--- src/rtl/env_control_fsm_n_if.sv ---
// rtl/env_control_fsm_n_if.sv - sensor/actuator signal bundle for env_control_fsm_n
interface env_control_fsm_n_if #(
  parameter int N_SENSORS = 6,
  parameter int N_ACT     = 6
);
  localparam int CW = $clog2(N_SENSORS + 1);

  logic [N_SENSORS-1:0] sensor_ok;
  logic [N_SENSORS-1:0] filt_ok;
  logic [CW-1:0]        abnormal_count;
  logic [2:0]           current_state;
  logic                 alarm;
  logic [N_ACT-1:0]     act;

  // master drives raw sensors and observes the controller
  modport master (
    output sensor_ok,
    input  filt_ok, abnormal_count, current_state, alarm, act
  );

  // slave is the controller itself
  modport slave (
    input  sensor_ok,
    output filt_ok, abnormal_count, current_state, alarm, act
  );
endinterface

--- src/rtl/env_control_fsm_n.sv ---
// rtl/env_control_fsm_n.sv - debounced multi-sensor severity FSM with min-on actuator drive
module env_control_fsm_n #(
  parameter int N_SENSORS   = 6,
  parameter int N_ACT       = 6,
  parameter int DEB_CYCLES  = 4,
  parameter int HOLD_CYCLES = 16,
  parameter int MIN_ON      = 8,
  parameter int MULTI_TH    = 2,
  parameter int CRIT_TH     = 4,
  // default map: s0->a4, s1->a2, s2->a0, s3->a0, s4->a3, s5->a5 (bit s*N_ACT+a)
  parameter logic [N_SENSORS*N_ACT-1:0] ACT_MAP  = 36'h8_0804_1110,
  parameter logic [N_ACT-1:0]           ACT_MASK = 6'b000010
) (
  input  logic              clk,
  input  logic              reset,
  env_control_fsm_n_if.slave bus
);

  localparam int CW = $clog2(N_SENSORS + 1);
  localparam int DW = $clog2(DEB_CYCLES + 1);
  localparam int HW = $clog2(HOLD_CYCLES + 1);
  localparam int OW = $clog2(MIN_ON + 1);

  localparam logic [DW-1:0] DEB_LAST  = DW'(DEB_CYCLES - 1);
  localparam logic [HW-1:0] HOLD_LAST = HW'(HOLD_CYCLES - 1);
  localparam logic [OW-1:0] MIN_C     = OW'(MIN_ON);
  localparam logic [CW-1:0] MULTI_C   = CW'(MULTI_TH);
  localparam logic [CW-1:0] CRIT_C    = CW'(CRIT_TH);
  localparam logic [CW-1:0] ALL_C     = CW'(N_SENSORS);

  localparam logic [2:0] S_IDLE   = 3'd0;
  localparam logic [2:0] S_SINGLE = 3'd1;
  localparam logic [2:0] S_MULTI  = 3'd2;
  localparam logic [2:0] S_CRIT   = 3'd3;
  localparam logic [2:0] S_EMERG  = 3'd4;

  logic [N_SENSORS-1:0] filt_q;
  logic [DW-1:0]        deb_cnt [N_SENSORS];
  logic [CW-1:0]        ab_cnt;
  logic [2:0]           target;
  logic [2:0]           state_q, state_nxt;
  logic [HW-1:0]        hold_q, hold_nxt;
  logic [N_ACT-1:0]     demand;
  logic                 alarm;
  logic [N_ACT-1:0]     act_q;
  logic [OW-1:0]        on_cnt [N_ACT];

  // per-sensor debounce: flip filtered value after DEB_CYCLES consecutive mismatches
  always_ff @(posedge clk) begin
    if (reset) begin
      filt_q <= '1;
      for (int i = 0; i < N_SENSORS; i++) deb_cnt[i] <= '0;
    end else begin
      for (int i = 0; i < N_SENSORS; i++) begin
        if (bus.sensor_ok[i] == filt_q[i]) begin
          deb_cnt[i] <= '0;
        end else if (deb_cnt[i] == DEB_LAST) begin
          filt_q[i]  <= ~filt_q[i];
          deb_cnt[i] <= '0;
        end else begin
          deb_cnt[i] <= deb_cnt[i] + DW'(1);
        end
      end
    end
  end

  // count abnormal filtered sensors and map the count to a target severity
  always_comb begin
    ab_cnt = '0;
    for (int i = 0; i < N_SENSORS; i++) ab_cnt = ab_cnt + {{(CW-1){1'b0}}, ~filt_q[i]};
    if (ab_cnt == '0)          target = S_IDLE;
    else if (ab_cnt < MULTI_C) target = S_SINGLE;
    else if (ab_cnt < CRIT_C)  target = S_MULTI;
    else if (ab_cnt < ALL_C)   target = S_CRIT;
    else                       target = S_EMERG;
  end

  // severity state and de-escalation hold counter
  always_ff @(posedge clk) begin
    if (reset) begin
      state_q <= S_IDLE;
      hold_q  <= '0;
    end else begin
      state_q <= state_nxt;
      hold_q  <= hold_nxt;
    end
  end

  // escalate at once; de-escalate only after a lower target persists HOLD_CYCLES edges
  always_comb begin
    state_nxt = state_q;
    hold_nxt  = '0;
    if (state_q > S_EMERG) begin
      state_nxt = S_IDLE;
    end else if (target > state_q) begin
      state_nxt = target;
    end else if (target < state_q) begin
      if (hold_q == HOLD_LAST) state_nxt = target;
      else                     hold_nxt  = hold_q + HW'(1);
    end
  end

  // alarm and actuator demand from the current severity and filtered sensors
  always_comb begin
    demand = '0;
    alarm  = (state_q == S_CRIT) || (state_q == S_EMERG);
    case (state_q)
      S_EMERG: demand = '1;
      S_SINGLE, S_MULTI, S_CRIT: begin
        for (int s = 0; s < N_SENSORS; s++)
          for (int a = 0; a < N_ACT; a++)
            if (!filt_q[s] && ACT_MAP[s*N_ACT + a]) demand[a] = 1'b1;
      end
      default: demand = '0;
    endcase
    demand = demand & ~ACT_MASK;
  end

  // actuator drive with a minimum on-time; masked channels never turn on
  always_ff @(posedge clk) begin
    if (reset) begin
      act_q <= '0;
      for (int a = 0; a < N_ACT; a++) on_cnt[a] <= '0;
    end else begin
      for (int a = 0; a < N_ACT; a++) begin
        if (ACT_MASK[a]) begin
          act_q[a]  <= 1'b0;
          on_cnt[a] <= '0;
        end else if (!act_q[a]) begin
          if (demand[a]) begin
            act_q[a]  <= 1'b1;
            on_cnt[a] <= OW'(1);
          end else begin
            on_cnt[a] <= '0;
          end
        end else if (on_cnt[a] < MIN_C) begin
          on_cnt[a] <= on_cnt[a] + OW'(1);
        end else begin
          act_q[a] <= demand[a];
          if (!demand[a]) on_cnt[a] <= '0;
        end
      end
    end
  end

  assign bus.filt_ok        = filt_q;
  assign bus.abnormal_count = ab_cnt;
  assign bus.current_state  = state_q;
  assign bus.alarm          = alarm;
  assign bus.act            = act_q;

endmodule

--- src/flat_wrapper.sv ---
// flat-port wrapper written by rule: the top's interface ports become plain ports
module env_control_fsm_n_flat 
#(
  parameter int N_SENSORS   = 6,
  parameter int N_ACT       = 6,
  parameter int DEB_CYCLES  = 4,
  parameter int HOLD_CYCLES = 16,
  parameter int MIN_ON      = 8,
  parameter int MULTI_TH    = 2,
  parameter int CRIT_TH     = 4,
                                                                                
  parameter logic [N_SENSORS*N_ACT-1:0] ACT_MAP  = 36'h8_0804_1110,
  parameter logic [N_ACT-1:0]           ACT_MASK = 6'b000010
)
  (clk, reset, bus_sensor_ok, bus_filt_ok, bus_abnormal_count, bus_current_state, bus_alarm, bus_act);
  env_control_fsm_n_if #(.N_SENSORS(N_SENSORS), .N_ACT(N_ACT)) bus_i ();
  input  logic clk;
  input  logic reset;
  input wire logic [$bits(bus_i.sensor_ok)-1:0] bus_sensor_ok;
  output wire logic [$bits(bus_i.filt_ok)-1:0] bus_filt_ok;
  output wire logic [$bits(bus_i.abnormal_count)-1:0] bus_abnormal_count;
  output wire logic [$bits(bus_i.current_state)-1:0] bus_current_state;
  output wire logic [$bits(bus_i.alarm)-1:0] bus_alarm;
  output wire logic [$bits(bus_i.act)-1:0] bus_act;
  assign bus_i.sensor_ok = bus_sensor_ok;
  assign bus_filt_ok = bus_i.filt_ok;
  assign bus_abnormal_count = bus_i.abnormal_count;
  assign bus_current_state = bus_i.current_state;
  assign bus_alarm = bus_i.alarm;
  assign bus_act = bus_i.act;
  env_control_fsm_n #(.N_SENSORS(N_SENSORS), .N_ACT(N_ACT), .DEB_CYCLES(DEB_CYCLES), .HOLD_CYCLES(HOLD_CYCLES), .MIN_ON(MIN_ON), .MULTI_TH(MULTI_TH), .CRIT_TH(CRIT_TH), .ACT_MAP(ACT_MAP), .ACT_MASK(ACT_MASK)) u_core (.clk(clk), .reset(reset), .bus(bus_i));
endmodule
--- config.mk ---
export PLATFORM = sky130hd
export DESIGN_NAME = env_control_fsm_n_flat
export DESIGN_NICKNAME = d
export VERILOG_FILES = /design/src/rtl/env_control_fsm_n_if.sv /design/src/rtl/env_control_fsm_n.sv /design/src/flat_wrapper.sv
export SDC_FILE = /design/constraint.sdc
export NUM_CORES = 1
export LEC_CHECK = 0
export ABC_AREA = 1
export ABC_CLOCK_PERIOD_IN_PS = 9320
export BUFFER_PORTS_ARGS = -buffer_cell sky130_fd_sc_hd__buf_2
export CAP_MARGIN = 20
export CORE_MARGIN = 4
export CORE_UTILIZATION = 25
export DETAILED_ROUTE_END_ITERATION = 12
export PLACE_DENSITY = 0.44
export SYNTH_ARGS = -nofsm -noshare
export SYNTH_HDL_FRONTEND = slang
export SYNTH_SLANG_ARGS = --single-unit
--- constraint.sdc ---
create_clock -name clk -period 9.32 [get_ports clk]
set_input_delay 2.796 -clock clk [delete_from_list [all_inputs] [get_ports clk]]
set_output_delay 2.796 -clock clk [all_outputs]
set_load 0.01 [all_outputs]
==> run_results.csv, run 1 <==
group,metric,value,unit
status,outcome,"finished, final reports clean",
pwr,p_leak,1.65,nW
clock_tree,cts_buffers,9,
routing,initialDrtViolationCount,99,
clock_tree,clkLatencyLatePin,0.33,ns
critical_path,r2r_cells,12,
clock_tree,clkTransAtPathRegs,0.05,ns
critical_path,crit_type,"reg2out",
clock_tree,post_cts_buffers,0,
final_layout,diodes,0,
pwr,vdd_ir_drop_max,94.9,µV
global_route,antenna_found_initial,0,
sta,finalSetupViolations,0,
synth,syn_inst,301,
sta,finalHoldViolCount,0,
floorplan,die_w,116,µm
critical_path,slowest_delay,0.55,ns
placement,dp_hpwl,4170,µm
global_route,grt_max_degree,19,
sta,maxSlewViolCount,0,
pwr,power.density,246,nW/µm²
floorplan,core,11500,µm²
critical_path,cp-end-kind,"output port",
sta,tns,0,ns
placement,placed_area,3260,µm²
final_layout,nNetsFinal,385,
global_route,gr-usage-met2,14.0,%
final_layout,drive_above_1_share,18.0,%
critical_path,crit_path_top_delay_cell,"fa_1",
synth,ys_seq_elements,57,
critical_path,r2r-start,"u_core.bus.filt_ok[0]",
routing,drt_wl_total,5430,µm
floorplan,io_pins,27,
routing,drc,0,
floorplan,initial_core_util,25.6,%
routing,drt_pass1_iterations,4,
sta,rsz0062_at_grt,"no",
global_route,grt_pass1_vias,1869,
floorplan,num_rows,39,
final_layout,n_fill_cell,1184,
routing,final_antenna_net_count,0,
sta,fmaxAchievable,184,MHz
clock_tree,cts_tree,"done",
sta,clock_skew,0.00546,ns
floorplan,die_h,116,µm
synth,syn-cell-area,2930,µm²
routing,viasPerCell,4.05,
sta,period_share,58.5,%
clock_tree,hold_buffers,0,
floorplan,dieArea,13500,µm²
min_path,worstHoldPathType,"reg2reg",
critical_path,setup.worst_path.start,"u_core.bus.filt_ok[0]",
synth,yosysUniqueCellTypes,31,
synth,ys_seq_area_share,51.9,%
critical_path,r2r-end,"u_core.hold_q[2]",
critical_path,cp.arrival,2.65,ns
critical_path,cp_cell_sequence,"inv_1, ha_1, fa_1, fa_1, fa_1, buf_2",
clock_tree,root_buffer,"clkbuf_16",
global_route,grtUsageMet3,4.15,%
placement,gp_congestion,0.760,
global_route,grt.busiest_layer,"met2",
synth,synth_warnings,0,
flow_run,drv_cap,0,
final_layout,final_area,3570,µm²
routing,vias,2015,
critical_path,path_max_fanout,5,
global_route,grt-ovfl-total,0,
critical_path,crit_required,6.52,ns
routing,wl_per_cell,10.9,µm
clock_tree,clock-sinks,57,
synth,syn_avg_cell_area,9.74,µm²
global_route,grt_use_total,8.94,%
critical_path,worstSetupEndpoint,"bus_abnormal_count[1]",
global_route,grt_pass1_wl,9020,µm
clock_tree,cts_max_path_buffers,2,
critical_path,worst_path_most_repeated_cell,"fa_1",
clock_tree,htree_levels,3,
critical_path,cp-start-kind,"flip-flop",
sta,fin_crit,5.45,ns
placement,numPortBuffers,25,
final_layout,syn2layout_area_growth,21.7,%
clock_tree,cts_resized,0,
critical_path,r2r_setup_slack,5.89,ns
global_route,met1_usage,10.5,%
-- synthesized netlist by cell type (all sizes together) --
cell type | number | area share, %
fa | 3 | 2.0
edfxtp | 38 | 39
dfxtp | 19 | 13
o21ai | 15 | 3.5
nand3 | 15 | 2.6
inv | 47 | 6.1
o21bai | 2 | 0.64
conb | 2 | 0.26
nand3b | 1 | 0.38
xnor2 | 5 | 1.5
nor2 | 61 | 8.5
nand2 | 37 | 5.1
clkinv | 1 | 0.13
nand4 | 4 | 0.85
ha | 24 | 10
a21oi | 18 | 3.3
buf | 4 | 1.4
nor3 | 4 | 1.4
xor2 | 1 | 0.30
-- area by class of cell --
cell class	count	area [µm²]	area share (%)
Sequential cell	57	1520	42.6
Clock inverter	7	85.1	2.38
Timing Repair Buffer	25	125	3.51
Inverter	48	183	5.12
Tap cell	143	179	5.01
Multi-Input combinational cell	209	1250	35.1
Clock buffer	9	225	6.31
-- where the power goes --
group          internal [mW]  switching, mW
Combinational         0.0745          0.131
Sequential             0.301         0.0287
Clock                  0.231          0.114
Total                  0.606          0.273
-- flip-flops by register name, indices dropped and copies added, names as in the netlist --
register / cells
u_core.bus.filt_ok: 6
u_core.bus.act: 5
u_core.on_cnt: 20
u_core.deb_cnt: 18
u_core.bus.current_state: 3
u_core.hold_q: 5
-- kinds of logic after synthesis --
family                     count (synthesis)  synth area share (%)
and+or+nand+nor                          122                  18.7
DFF                                       57                  51.9
buffers and inverters                     52                  7.64
AOI/OAI and AO/OA                         35                  7.42
adders and majority gates                 27                  12.3
xor gates and xnor gates                   6                  1.79
other                                      2                 0.256
-- stage by stage --
step / setup slack, ns / utilization (%) / total power [mW] / instances / hold WS [ns]
floorplan: 4.34 / - / 0.487 / 318 / 0.427
global placement: 4.24 / 28.4 / 0.545 / 482 / 0.439
detailed placement: 4.22 / 28.4 / 0.544 / 482 / 0.441
CTS: 3.85 / 31.1 / 0.894 / 498 / 0.455
global route: 3.76 / 31.1 / 0.942 / 498 / 0.484
finish: 3.87 / 31.1 / 0.880 / 498 / 0.451
-- worst max-delay path, delay by kind of cell, from the launching register on --
family	cells	cell delay (ns)
DFF	1	0.40
buffers and inverters	2	0.23
adders and majority gates	4	1.70
-- layout by cell type (no fill, tap or decap), types with 6 or more instances in the layout --
cell	Yosys	routed
conb_1	2	19
a21oi_1	16	16
nor2_1	55	55
ha_1	24	24
clkbuf_16	0	9
nand2_1	35	35
inv_1	43	43
edfxtp_1	38	38
dfxtp_1	19	19
nand3_1	15	15
o21ai_0	6	6
buf_2	0	25
-- how the worst min path moves through the flow --
stage | start | slack (ns) | cells after the start | endpoint
floorplan | u_core.hold_q[0] | 0.43 | 1 | u_core.hold_q[0]
global placement | u_core.hold_q[0] | 0.44 | 1 | u_core.hold_q[0]
detailed placement | u_core.hold_q[0] | 0.44 | 1 | u_core.hold_q[0]
CTS | u_core.hold_q[0] | 0.46 | 1 | u_core.hold_q[0]
global route | u_core.hold_q[0] | 0.48 | 1 | u_core.hold_q[0]
finish | u_core.hold_q[0] | 0.45 | 1 | u_core.hold_q[0]
-- routing by layer --
metal	up-vias	share of wire (%)
li1	1063	-
met1	910	45
met2	32	47
met3	10	5.7
met4	0	2.0
met5	-	0
Note: power is estimated with default switching activity, not from simulation.
==> run 2, diff against run 1 <==
- ABC_CLOCK_PERIOD_IN_PS: 9320 -> 4700
- PLACE_DENSITY: 0.44 -> 0.46
- clock period: 9.32 -> 4.7 ns (I/O delays scaled with it)
==> run_results.csv, run 2 (synthesis results as in run 1) <==
group,metric,value,unit
clock_tree,hold_buffers,0,
routing,viasPerCell,3.97,
placement,gp_congestion,0.684,
routing,drt_wl_total,5180,µm
critical_path,cp-end-kind,"output port",
placement,dp_hpwl,4010,µm
critical_path,r2r_setup_slack,1.35,ns
final_layout,final_cell_mix,"nor2_1 (55), inv_1 (43), edfxtp_1 (38)",
sta,fin_crit,4.02,ns
sta,rsz0062_at_grt,"no",
critical_path,worst_path_most_repeated_cell,"fa_1",
critical_path,cp_cell_sequence,"inv_1, ha_1, fa_1, fa_1, fa_1, buf_2",
final_layout,diodes,0,
sta,finalSetupViolations,0,
placement,placed_area,3260,µm²
final_layout,regMostFlops,"u_core.on_cnt",
routing,drc,0,
critical_path,r2r-start,"u_core.bus.filt_ok[0]",
global_route,grt_pass1_wl,9030,µm
global_route,grt_max_degree,19,
floorplan,core,11500,µm²
critical_path,crit_required,3.29,ns
routing,drt_pass1_iterations,4,
final_layout,drive_above_1_share,17.5,%
clock_tree,htree_levels,3,
routing,wl_per_cell,10.4,µm
global_route,grt_use_total,8.66,%
global_route,antenna_found_initial,0,
sta,tns,0,ns
critical_path,slowest_delay,0.53,ns
floorplan,dieArea,13500,µm²
critical_path,cp-start-kind,"flip-flop",
clock_tree,clkTransAtPathRegs,0.05,ns
routing,vias,1975,
pwr,p_leak,1.64,nW
pwr,vdd_ir_drop_max,164,µV
sta,fmaxAchievable,249,MHz
floorplan,die_h,116,µm
clock_tree,root_buffer,"clkbuf_16",
critical_path,setup.worst_path.start,"u_core.bus.filt_ok[0]",
clock_tree,cts_tree,"done",
clock_tree,clock-sinks,57,
clock_tree,cts_max_path_buffers,2,
clock_tree,cts_resized,0,
critical_path,r2r-end,"u_core.hold_q[2]",
routing,final_antenna_net_count,0,
min_path,worstHoldPathType,"reg2reg",
final_layout,final_area,3540,µm²
critical_path,cp.arrival,2.61,ns
floorplan,die_w,116,µm
flow_run,drv_cap,0,
floorplan,initial_core_util,25.6,%
critical_path,path_max_fanout,5,
global_route,grt-ovfl-total,0,
routing,initialDrtViolationCount,50,
sta,worst_hold_slack,0.454,ns
sta,clock_skew,0.00450,ns
sta,maxSlewViolCount,0,
critical_path,worstSetupEndpoint,"bus_abnormal_count[1]",
sta,finalHoldViolCount,0,
final_layout,syn2layout_area_growth,20.7,%
final_layout,final_common_cell,"nor2_1",
placement,numPortBuffers,25,
critical_path,r2r_cells,12,
clock_tree,post_cts_buffers,0,
clock_tree,clkLatencyLatePin,0.32,ns
critical_path,crit_type,"reg2out",
floorplan,num_rows,39,
status,outcome,"finished, final reports clean",
final_layout,nNetsFinal,385,
sta,period_share,85.5,%
global_route,grt_pass1_vias,1930,
final_layout,largest_register_ffs,20,
clock_tree,cts_buffers,9,
floorplan,io_pins,27,
pwr,power.density,473,nW/µm²
critical_path,crit_path_top_delay_cell,"fa_1",
[run 2: cell types whose count changed in the layout (fill, tap and decap cells not counted)]
| cell | change |
|---|---|
| clkinv_1 | -1 |
| clkinvlp_4 | -1 |
| clkbuf_1 | +3 |
| bufinv_16 | -1 |
[run 2: layout make-up]
type	instances	area [µm²]
Inverter	48	183
Tap cell	143	179
Clock inverter	4	43.8
Timing Repair Buffer	25	125
Fill cell	1201	7930
Multi-Input combinational cell	209	1250
Sequential cell	57	1520
Clock buffer	12	236
[run 2: worst min-delay path by stage]
stage	startpoint	endpoint	slack, ns	cells after the start
after CTS	u_core.hold_q[0]	u_core.hold_q[0]	0.46	1
after floorplan	u_core.hold_q[0]	u_core.hold_q[0]	0.43	1
after global placement	u_core.hold_q[0]	u_core.hold_q[0]	0.44	1
after detailed placement	u_core.hold_q[0]	u_core.hold_q[0]	0.44	1
final	u_core.hold_q[0]	u_core.hold_q[0]	0.45	1
after global routing	u_core.hold_q[0]	u_core.hold_q[0]	0.49	1
[run 2: report_power, final]
part           switching [mW]  internal, mW  leakage (nW)  total [mW]
logic                   0.256         0.148         0.918       0.404
registers              0.0560         0.597         0.586       0.653
clock network           0.211         0.406         0.138       0.618
total                   0.523          1.15          1.64        1.67
[run 2: per-layer routing]
layer	GRT usage, %	part of all wire, %
met5	0	0
met4	3.02	1.2
met3	3.68	5.3
met2	13.6	46
met1	10.7	47
[run 2: through the flow]
step                      total power, mW  setup slack [ns]  utilization, %  std cells
final                                1.67             0.683            30.9        498
after floorplan                     0.966              1.11               -        318
after CTS                            1.71             0.642            30.9        498
after global routing                 1.81             0.550            30.9        498
after detailed placement             1.08             0.986            28.4        482
after global placement               1.07              1.01            28.4        482
[run 2: worst max-delay path, delay by kind of cell (launching register included)]
family,cells,cell delay (ns)
adders and majority gates,4,1.67
buffers and inverters,2,0.23
DFF,1,0.40
